--- config.mk ---
export PLATFORM = sky130hd
export DESIGN_NAME = sdc_crc16_ser2
export DESIGN_NICKNAME = d
export VERILOG_FILES = /design/src/rtl/sdc_pkg.sv /design/src/rtl/sdc_crc16_ser2.sv
export SDC_FILE = /design/constraint.sdc
export NUM_CORES = 1
export LEC_CHECK = 0
export CELL_PAD_IN_SITES_DETAIL_PLACEMENT = 0
export CELL_PAD_IN_SITES_GLOBAL_PLACEMENT = 1
export CORE_ASPECT_RATIO = 1.4
export CORE_MARGIN = 2
export CORE_UTILIZATION = 50
export CTS_BUF_LIST = sky130_fd_sc_hd__clkbuf_8
export CTS_CLUSTER_SIZE = 25
export DETAILED_ROUTE_END_ITERATION = 10
export DONT_BUFFER_PORTS = 1
export PLACE_DENSITY = 0.89
export SKIP_CTS_REPAIR_TIMING = 1
export SLEW_MARGIN = 5
export SYNTH_ARGS = -nofsm -noshare
export SYNTH_HDL_FRONTEND = slang
export SYNTH_SLANG_ARGS = --single-unit
--- constraint.sdc ---
create_clock -name clk_i -period 3.1 [get_ports clk_i]
set_input_delay 0.93 -clock clk_i [delete_from_list [all_inputs] [get_ports clk_i]]
set_output_delay 0.93 -clock clk_i [all_outputs]
set_load 0.02 [all_outputs]
--- src/rtl/sdc_pkg.sv ---
`default_nettype none
// ----------------------------------------------------------------
// sdc_pkg : shared SD data-path constants, FSM encoding, CRC helper
// Rev 1.0
// ----------------------------------------------------------------
package sdc_pkg;

  localparam logic [15:0] CRC16_POLY        = 16'h1021;
  localparam int unsigned SDC_WORDS_PER_BLK = 64;
  localparam int unsigned SDC_WORD_W        = 64;

  typedef enum logic [3:0] {
    ST_IDLE  = 4'b0001,
    ST_SHIFT = 4'b0010,
    ST_WAIT  = 4'b0100,
    ST_CHECK = 4'b1000
  } sdc_rd_state_e;

  // One serial CRC-16 step, data bit entering at the MSB end.
  function automatic logic [15:0] crc16_bit(input logic [15:0] crc,
                                            input logic        din,
                                            input logic [15:0] poly);
    logic fb;
    fb = crc[15] ^ din;
    return {crc[14:0], 1'b0} ^ (fb ? poly : 16'h0000);
  endfunction

endpackage
`default_nettype wire

--- src/rtl/sdc_crc16_ser2.sv ---
`default_nettype none
// ----------------------------------------------------------------
// sdc_crc16_ser2 : CRC-16 accumulator, 2 bits/cycle, MSB first
// Rev 1.0
// ----------------------------------------------------------------
module sdc_crc16_ser2
  import sdc_pkg::*;
#(
  parameter logic [15:0] POLY = CRC16_POLY
) (
  input  logic        clk_i,
  input  logic        rst_ni,
  input  logic        clr_i,
  input  logic        load_i,
  input  logic [15:0] load_val_i,
  input  logic        en_i,
  input  logic [1:0]  bits_i,
  output logic [15:0] crc_o
);

  logic [15:0] crc_q, crc_d, step1;

  always_comb begin
    step1 = crc16_bit(crc_q, bits_i[1], POLY);
    crc_d = crc16_bit(step1, bits_i[0], POLY);
  end

  always_ff @(posedge clk_i or negedge rst_ni) begin
    if (!rst_ni) begin
      crc_q <= 16'h0000;
    end else if (clr_i) begin
      crc_q <= 16'h0000;
    end else if (load_i) begin
      crc_q <= load_val_i;
    end else if (en_i) begin
      crc_q <= crc_d;
    end
  end

  assign crc_o = crc_q;

endmodule
`default_nettype wire

After elaboration in Yosys (flattened, before gate mapping). Index checks and enable logic that the tools add are counted.

Register bits: 16. Input port bits: 23. Output and inout port bits: 16. Word-level logic and storage cells: 11.

Mux-type cells: 5. Bitwise operators: 4. Reduce and logical (&&, ||, !) cells: 1.

Operators by type and width (number): 16-bit 2-to-1 mux (3); 16-bit by 13-bit bitwise XOR with 16-bit output (2); 13-bit 2-to-1 mux (2); 3-bit nonzero test (1); 1-bit bitwise XOR (2).

Logic depth before layout (Yosys ltp). Gate-level depths: netlist of the first run.

Depth after elaboration: 9. Gate-level depth with buffers: 5. Mapped depth without buffers: 3.

Worst setup path after synthesis of the first run. No wires, ideal clock.

Path type: input -> register. Start: input en_i. End: register crc_q[4], in the netlist crc_o[4]. Setup time: 132 ps. Arrival: 1635 ps. Required time: 2968 ps. Path slack: 1334 ps. Stages: 5. Buffers on the path: 2. Path through: buf_6 > buf_12 > mux2_1 > mux2i_1 > nor2_1.

Cells in the longest elaborated chain, start to end: 1.

RTL lines: from (decl) (line sdc_crc16_ser2.sv:16) `input logic en_i,`; 3-bit nonzero test (no source line); to (signal assigned) (line sdc_crc16_ser2.sv:34) `crc_q <= load_val_i;`; to (signal assigned) (line sdc_crc16_ser2.sv:36) `crc_q <= crc_d;`; to (decl) (line sdc_crc16_ser2.sv:21) `logic [15:0] crc_q, crc_d, step1;`.

Every way passes these cells. A chain may end at the register's enable or synchronous reset.

Final worst setup path of the first run.
Start: register crc_q[14], in the netlist crc_o[14]. End: output crc_o[14].

RTL lines: to (decl) (line sdc_crc16_ser2.sv:18) `output logic [15:0] crc_o`.

No word-level cell between the ends.

==> results_dict.tcl, run 1 <==
set metrics [dict create \
    die_x_um 40.64 \
    critPathKind "reg -> out" \
    peakVddDrop_mv 0.2482 \
    cts_tree "built" \
    timing.final.crit_period_ns 1.727 \
    cts_buffer_depth 2 \
    route.met2.wl_um 983 \
    grt_overflow 0 \
    gp_congestion 0.6847 \
    synth.yosys.warnings 0 \
    clock_latency_ns 0.24 \
    dieArea_sq_mm 0.002247 \
    fin_setup_tns_ns 0 \
    worst_clock_skew_ns 0.002549 \
    grt_pass1_vias 674 \
    vias 606 \
    fp.dieH_um 55.30 \
    grt_max_degree 23 \
    clk_pin_slew_ns 0.06 \
    rsz0062_at_grt "false" \
    drt_iter0_drc 5 \
    cts_buffers 3 \
    rows 18 \
    cts_root_buf "clkbuf_8" \
    core_area_sq_mm 0.001779 \
    initial_utilization_pct 52.81 \
    holdWs_ns 0.3804 \
    dp_hpwl_um 1296 \
    max_freq_ghz 0.5790 \
    largest_reg_flops 16 \
    setup_viol 0 \
    highest_layer "met4" \
    critPathArrivalTime_ns 0.80 \
    grt_pass1_wl_um 2863 \
    outcome "complete, no violations" \
    ys_seq_area_share_pct 42.61 \
    synthDistinctLibCells 16 \
    dr.pass1.iters 4 \
    powerDensity_mw_per_mm2 482.5 \
    h-tree-depth 1 \
    avgSynthCellArea_sq_um 11.46 \
    clkSinkCount 16 \
    track_usage_pct 17.43 \
    cp-start-kind "register" \
    hold_class "in -> async" \
    worstSetupEndpointType "primary output" \
    synthCells 82 \
    drive_gt1_share_pct 5.000 \
    antenna_found_initial 0 \
    synthesis.area_sq_um 939.7 \
    io_buffers 0 \
    ant_nets 0 \
    pin_count 39 \
    drv_cap 0 \
    crit_fanout 5 \
    wl_per_cell_um 17.45 \
    fin_crit_sh_pct 55.72 \
    syn-num-nets 105 \
    final_nets 105 \
    hold_violations 0 \
    drv_slew 0 \
    p_leak_nw 0.4809 \
    drc 0 \
    worst_pin_slew_ns 0.3630 \
    wl_met3_um 98 \
    slew-limit-headroom_pct 75.80 \
    worstPathRequired_ns 2.17 \
    yosys_register_bits 16 \
    wirelength_um 1745 \
    antenna_cells 0 \
    wl_met1_um 651 \
    area_growth_syn_to_layout_pct 2.264 \
    vias_per_cell 6.060 \
]
[routing by layer]
layer	global-route usage, %	vias up
met5	0	-
met4	4.286	0
li1	-	280
met1	18.09	300
met2	31.97	24
met3	4.016	2
[report_power, final]
group / total, mW / internal [mW] / switching (mW)
clock: 0.148 / 0.0857 / 0.0624
combinational: 0.0589 / 0.0403 / 0.0186
sequential: 0.257 / 0.223 / 0.0333
total: 0.464 / 0.349 / 0.114
[path summary, 6_finish.rpt]
path / startpoint / endpoint / depth (start not counted) / slack, ns
worst max-delay path: crc_o[14] / crc_o[14] / 0 / 1.37
worst min-delay path: rst_ni / crc_o[5] / 0 / 0.38
worst max register to register: crc_o[14] / crc_o[5] / 3 / 1.86
worst min register to register: crc_o[5] / crc_o[5] / 2 / 0.75
max in group asynchronous: rst_ni / crc_o[11] / 0 / 2.65
min in group clk_i: clr_i / crc_o[3] / 1 / 0.75
[cell usage after synthesis]
library cell	instances	share of area (%)
nor2_1	12	4.8
dfrtp_1	16	43
clkbuf_1	1	0.40
a21oi_1	6	3.2
mux2_1	10	12
buf_12	1	2.1
nand2_1	6	2.4
buf_2	2	1.1
inv_2	1	0.40
buf_6	1	1.2
xnor2_1	2	1.9
a221oi_1	4	3.7
mux2i_1	10	11
xor3_1	4	10
inv_1	4	1.6
a211o_1	2	1.9
[metrics by stage]
| step | instances | setup WS, ns | total power, mW | cell area (sq um) | util (%) |
|---|---|---|---|---|---|
| final | 100 | 1.373 | 0.4636 | 960.9 | 54.01 |
| after detailed placement | 97 | 1.393 | 0.3206 | 919.6 | 51.69 |
| after global routing | 100 | 1.344 | 0.4886 | 960.9 | 54.01 |
| after CTS | 100 | 1.365 | 0.4700 | 960.9 | 54.01 |
| after floorplan | 82 | 1.334 | 0.3223 | 939.7 | - |
| after global placement | 97 | 1.443 | 0.3173 | 919.6 | 51.69 |
[cells by family (layout without fill, tap and decap cells)]
kind of cell / Yosys count / after routing / share of synthesized area, %
compound gates: 12 / 12 / 8.788
xor+xnor: 6 / 6 / 11.98
buf+inv: 10 / 8 / 6.790
flops: 16 / 16 / 42.61
mux: 20 / 20 / 22.64
simple gates: 18 / 18 / 7.190
[layout make-up]
class	count	area, sq um
fill	184	818.3
inverter	5	18.77
sequential	16	400.4
multi-input combinational	56	475.5
clock buffer	3	41.29
tap	20	25.02
[cells in the final DEF, fill, tap and decap left out]
cell type	n
mux2_1	10
xor3_1	4
inv_1	4
a211o_1	2
inv_2	1
a221oi_1	4
nor2_1	12
dfrtp_1	16
xnor2_1	2
clkbuf_8	3
nand2_1	6
mux2i_1	10
a21oi_1	6
Power figures use the tool's default switching activity.
==> run 2, diff against run 1 <==
--- a/config.mk
+++ b/config.mk
@@ -9,12 +9,12 @@
 export CELL_PAD_IN_SITES_GLOBAL_PLACEMENT = 1
 export CORE_ASPECT_RATIO = 1.4
 export CORE_MARGIN = 2
-export CORE_UTILIZATION = 50
+export CORE_UTILIZATION = 48
 export CTS_BUF_LIST = sky130_fd_sc_hd__clkbuf_8
 export CTS_CLUSTER_SIZE = 25
 export DETAILED_ROUTE_END_ITERATION = 10
 export DONT_BUFFER_PORTS = 1
-export PLACE_DENSITY = 0.89
+export PLACE_DENSITY = 0.86
 export SKIP_CTS_REPAIR_TIMING = 1
 export SLEW_MARGIN = 5
 export SYNTH_ARGS = -nofsm -noshare
==> constraint.sdc (replaced) <==
create_clock -name clk_i -period 1.7 [get_ports clk_i]
set_input_delay 0.51 -clock clk_i [delete_from_list [all_inputs] [get_ports clk_i]]
set_output_delay 0.51 -clock clk_i [all_outputs]
set_load 0.02 [all_outputs]
==> run 2 against run 1 <==
Against the previous run:
- critical path depth did not move
- register-to-register slack got worse by 1.4 ns
- critical path type unchanged
- via count fell by 1.8%
- first-iteration DRC count rose by 20%
==> results_dict.tcl, run 2 (synthesized netlist as in run 1, its figures left out) <==
set metrics [dict create \
    outcome "complete, no violations" \
    core_area_sq_mm 0.001802 \
    wirelength_um 1763 \
    cp-start-kind "register" \
    cts_root_buf "clkbuf_8" \
    pin_count 39 \
    antenna_found_initial 0 \
    cts_buffers 3 \
    p_sw_share_pct 25.02 \
    fin_setup_tns_ns 0 \
    worst_clock_skew_ns 0.002834 \
    drt_iter0_drc 6 \
    grt_pass1_vias 585 \
    wl_per_cell_um 17.46 \
    cts_buffer_depth 2 \
    io_buffers 0 \
    p_leak_nw 0.4851 \
    final_common_cell "dfrtp_1" \
    rsz0062_at_grt "false" \
    area_growth_syn_to_layout_pct 3.329 \
    grt_max_degree 23 \
    powerDensity_mw_per_mm2 876.4 \
    drive_gt1_share_pct 4.938 \
    dr.pass1.iters 4 \
    die_x_um 41.40 \
    max_freq_ghz 0.7637 \
    reg2reg_slack_ns 0.43 \
    power_switching_mw 0.2129 \
    hold_class "in -> reg" \
    p_seq_share_pct 55.1 \
    timing.final.crit_period_ns 1.309 \
    nFillCells 167 \
    rows 18 \
    grt_overflow 0 \
    initial_utilization_pct 52.15 \
    clk_pin_slew_ns 0.06 \
    final_nets 106 \
    fp.dieH_um 56.35 \
    place_area_sq_um 919.6 \
    grt_pass1_wl_um 2725 \
    pwr-share-clk_pct 31.6 \
    worstSetupEndpointType "primary output" \
    h-tree-depth 1 \
    worstPathRequired_ns 1.19 \
    stdcell_area_sq_um 970.9 \
    drc 0 \
    gp_congestion 0.6705 \
    antenna_cells 0 \
    hold_violations 0 \
    critPathArrivalTime_ns 0.80 \
    worst_pin_slew_ns 0.7273 \
    largest_reg_flops 16 \
    drv_cap 0 \
    setup_viol 0 \
    drv_slew 0 \
    ant_nets 0 \
    seq_area_sq_um 400.4 \
    crit_fanout 5 \
    dp_hpwl_um 1283 \
    dieArea_sq_mm 0.002333 \
    fin_cells 101 \
    pwr-share-comb_pct 13.4 \
    critPathKind "reg -> out" \
    clkSinkCount 16 \
    fin_util_pct 53.89 \
    clock_latency_ns 0.24 \
    fin_crit_sh_pct 77.03 \
    cts_tree "built" \
    placed_cells 97 \
    slew-limit-headroom_pct 51.36 \
    vias 595 \
    layout_common_cells "16 x dfrtp_1, 12 x nor2_1, 10 x mux2_1, 10 x mux2i_1" \
    peakVddDrop_mv 0.5354 \
    p_int_mw 0.6381 \
    track_usage_pct 16.72 \
    multi_input_area_sq_um 475.5 \
    vias_per_cell 5.891 \
]
run 2: cell count changes in the layout (fill, tap and decap cells not counted), sizes merged:
cell / previous run / this run
dlygate4sd3: 0 / 1
run 2: power groups by stage:
stage               clock network (mW)  registers (mW)  logic [mW]
floorplan                            0           0.467       0.120
global placement                     0           0.475       0.103
detailed placement                   0           0.476       0.107
CTS                              0.277           0.470       0.108
global route                     0.287           0.474       0.129
finish                           0.269           0.468       0.114
run 2: layout make-up:
cell class / instances / area share, %
multi-input combinational: 56 / 48.97
sequential: 16 / 41.24
clock buffer: 3 / 4.253
tap: 20 / 2.577
inverter: 5 / 1.933
timing repair buffer: 1 / 1.031
run 2: per-layer routing:
layer	global-route usage (%)	vias to the layer above	wire, um
li1	-	286	-
met2	27.68	22	913
met1	19.79	285	699
met5	0	-	0
met4	5.530	0	17
met3	4.348	2	133
run 2: worst paths after layout:
path                            startpoint  cells after the start         to
worst max register to register   crc_o[14]                      3  crc_o[12]
worst min-delay path                 clr_i                      1   crc_o[3]
worst min register to register    crc_o[6]                      2   crc_o[6]
worst max-delay path             crc_o[14]                      0  crc_o[14]
max in group asynchronous           rst_ni                      1   crc_o[4]
min in group asynchronous           rst_ni                      1   crc_o[0]
run 2: stage by stage:
step,hold slack [ns],setup WS [ns],power (mW)
floorplan,0.2144,0.3535,0.5878
global placement,0.2147,0.4669,0.5786
detailed placement,0.2146,0.3869,0.5838
CTS,-0.04252,0.3853,0.8538
global route,0.3207,0.2781,0.8892
finish,0.3280,0.3906,0.8509
==> run 3, diff against run 2 <==
--- a/config.mk
+++ b/config.mk
@@ -9,12 +9,12 @@
 export CELL_PAD_IN_SITES_GLOBAL_PLACEMENT = 1
 export CORE_ASPECT_RATIO = 1.4
 export CORE_MARGIN = 2
-export CORE_UTILIZATION = 48
+export CORE_UTILIZATION = 44
 export CTS_BUF_LIST = sky130_fd_sc_hd__clkbuf_8
 export CTS_CLUSTER_SIZE = 25
 export DETAILED_ROUTE_END_ITERATION = 10
 export DONT_BUFFER_PORTS = 1
-export PLACE_DENSITY = 0.86
+export PLACE_DENSITY = 0.84
 export SKIP_CTS_REPAIR_TIMING = 1
 export SLEW_MARGIN = 5
 export SYNTH_ARGS = -nofsm -noshare
==> constraint.sdc (replaced) <==
create_clock -name clk_i -period 1.14 [get_ports clk_i]
set_input_delay 0.342 -clock clk_i [delete_from_list [all_inputs] [get_ports clk_i]]
set_output_delay 0.342 -clock clk_i [all_outputs]
set_load 0.02 [all_outputs]
==> run 3 against run 2 <==
Against the previous run:
- the flow now finishes with violations (hold timing, setup timing)
- hold slack worse by 0.54 ns
- cell count increased by 19%
- routed wire length increased by 12%
- sequential power rose by 39%
- utilization increased by 5.8 points
- die area up 8.3%
- first-iteration DRC count decreased by 33%
- register-to-register slack lost 0.42 ns
- worst setup slack got worse by 0.44 ns
- critical path depth grew 1
- sequential share of layout area shrank 7.4 points
- cell area grew 23%
==> results_dict.tcl, run 3 (synthesized netlist as in run 1, its figures left out) <==
set metrics [dict create \
    outcome "finished, violations left" \
    violations "hold timing, setup timing" \
    cts_buffers 3 \
    crit_chain "buf_6" \
    rsz0062_at_grt "true" \
    die_x_um 43.06 \
    clk_pin_slew_ns 0.06 \
    drive_gt1_share_pct 30.30 \
    cpLargestDelayFamily "flip-flops" \
    cp-start-kind "register" \
    max_freq_ghz 0.8437 \
    fin_util_pct 59.71 \
    worst_clock_skew_ns 0.002490 \
    critPathArrivalTime_ns 0.84 \
    gp_congestion 0.7249 \
    grt_pass1_vias 677 \
    cts_buffer_depth 2 \
    dr.pass1.iters 2 \
    fin_crit_sh_pct 104.0 \
    critPathKind "reg -> out" \
    core_area_sq_mm 0.001997 \
    drv_slew 0 \
    h-tree-depth 1 \
    io_buffers 0 \
    antenna_found_initial 0 \
    drv_cap 0 \
    crit_buf_inv 1 \
    area_growth_syn_to_layout_pct 26.90 \
    clock_latency_ns 0.24 \
    pre_cts_ws_ns -0.001328 \
    vias 673 \
    clkSinkCount 16 \
    slowest_stage "dfrtp_2" \
    worst_pin_slew_ns 0.1809 \
    layout_common_cells "15 x buf_6, 14 x dfrtp_1, 12 x nor2_1" \
    grt_pass1_wl_um 3167 \
    ant_nets 0 \
    pin_count 39 \
    grt_max_degree 23 \
    wl_per_cell_um 16.41 \
    holdWs_ns -0.2132 \
    vias_per_cell 5.608 \
    worstPathRequired_ns 0.80 \
    cts_root_buf "clkbuf_8" \
    largest_reg_flops 16 \
    fp.dieH_um 58.68 \
    final_nets 124 \
    hold_class "in -> async" \
    p_total_mw 1.389 \
    cts_tree "built" \
    setup_viol 5 \
    final_common_cell "buf_6" \
    worstSetupEndpointType "primary output" \
    hold_violations 16 \
    slew-limit-headroom_pct 87.94 \
    dp_hpwl_um 1375 \
    crit_fanout 5 \
    p_leak_nw 0.5993 \
    antenna_cells 0 \
    nFillCells 177 \
    grt_overflow 0 \
    drt_iter0_drc 4 \
    peakVddDrop_mv 0.7606 \
    worst_slack_ns -0.04519 \
    wirelength_um 1969 \
    track_usage_pct 16.67 \
    dieArea_sq_mm 0.002526 \
    powerDensity_mw_per_mm2 1165 \
    timing.final.crit_period_ns 1.185 \
    rows 19 \
    fin_setup_tns_ns -0.1215 \
    slowest_delay_ns 0.45 \
    initial_utilization_pct 47.06 \
    drc 0 \
]
## run 3: per-stage QoR
step,cells,area (sq um)
CTS,117,1089
global placement,114,1047
global route,120,1192
floorplan,82,954.7
detailed placement,114,1047
finish,120,1192
## run 3: report_power, final
group / switching, mW / total, mW / internal, mW / leakage (nW)
Combinational: 0.126 / 0.321 / 0.195 / 0.370
Sequential: 0.0412 / 0.650 / 0.608 / 0.207
Clock: 0.184 / 0.418 / 0.234 / 0.0216
## run 3: layer usage
layer	global-route usage (%)	part of all wire (%)	up-vias	routed length, um
li1	-	-	320	-
met1	21.31	42	333	828
met2	28.79	53	18	1048
met3	1.840	3.5	2	69
met4	6.494	1.2	0	24
met5	0	0	-	0
## run 3: cell type report
cell class                      instances  area (sq um)  share of cell area, %
Clock buffer                            3         41.29                  3.463
Tap cell                               21         26.28                  2.204
Inverter                                5         18.77                  1.574
Multi-Input combinational cell         56         504.2                  42.29
Sequential cell                        16         402.9                  33.79
Timing Repair Buffer                   19         198.9                  16.68
## run 3: worst paths after layout
path                       slack (ns)  cells past startpoint         to  startpoint
max in group asynchronous        1.27                      0  crc_o[14]      rst_ni
min                             -0.21                      0  crc_o[15]      rst_ni
min reg2reg                      0.68                      3  crc_o[11]    crc_o[9]
min in group clk_i               0.15                      1  crc_o[13]       clr_i
max reg2reg                      0.01                      4   crc_o[4]    crc_o[4]
max                             -0.05                      1  crc_o[15]   crc_o[15]
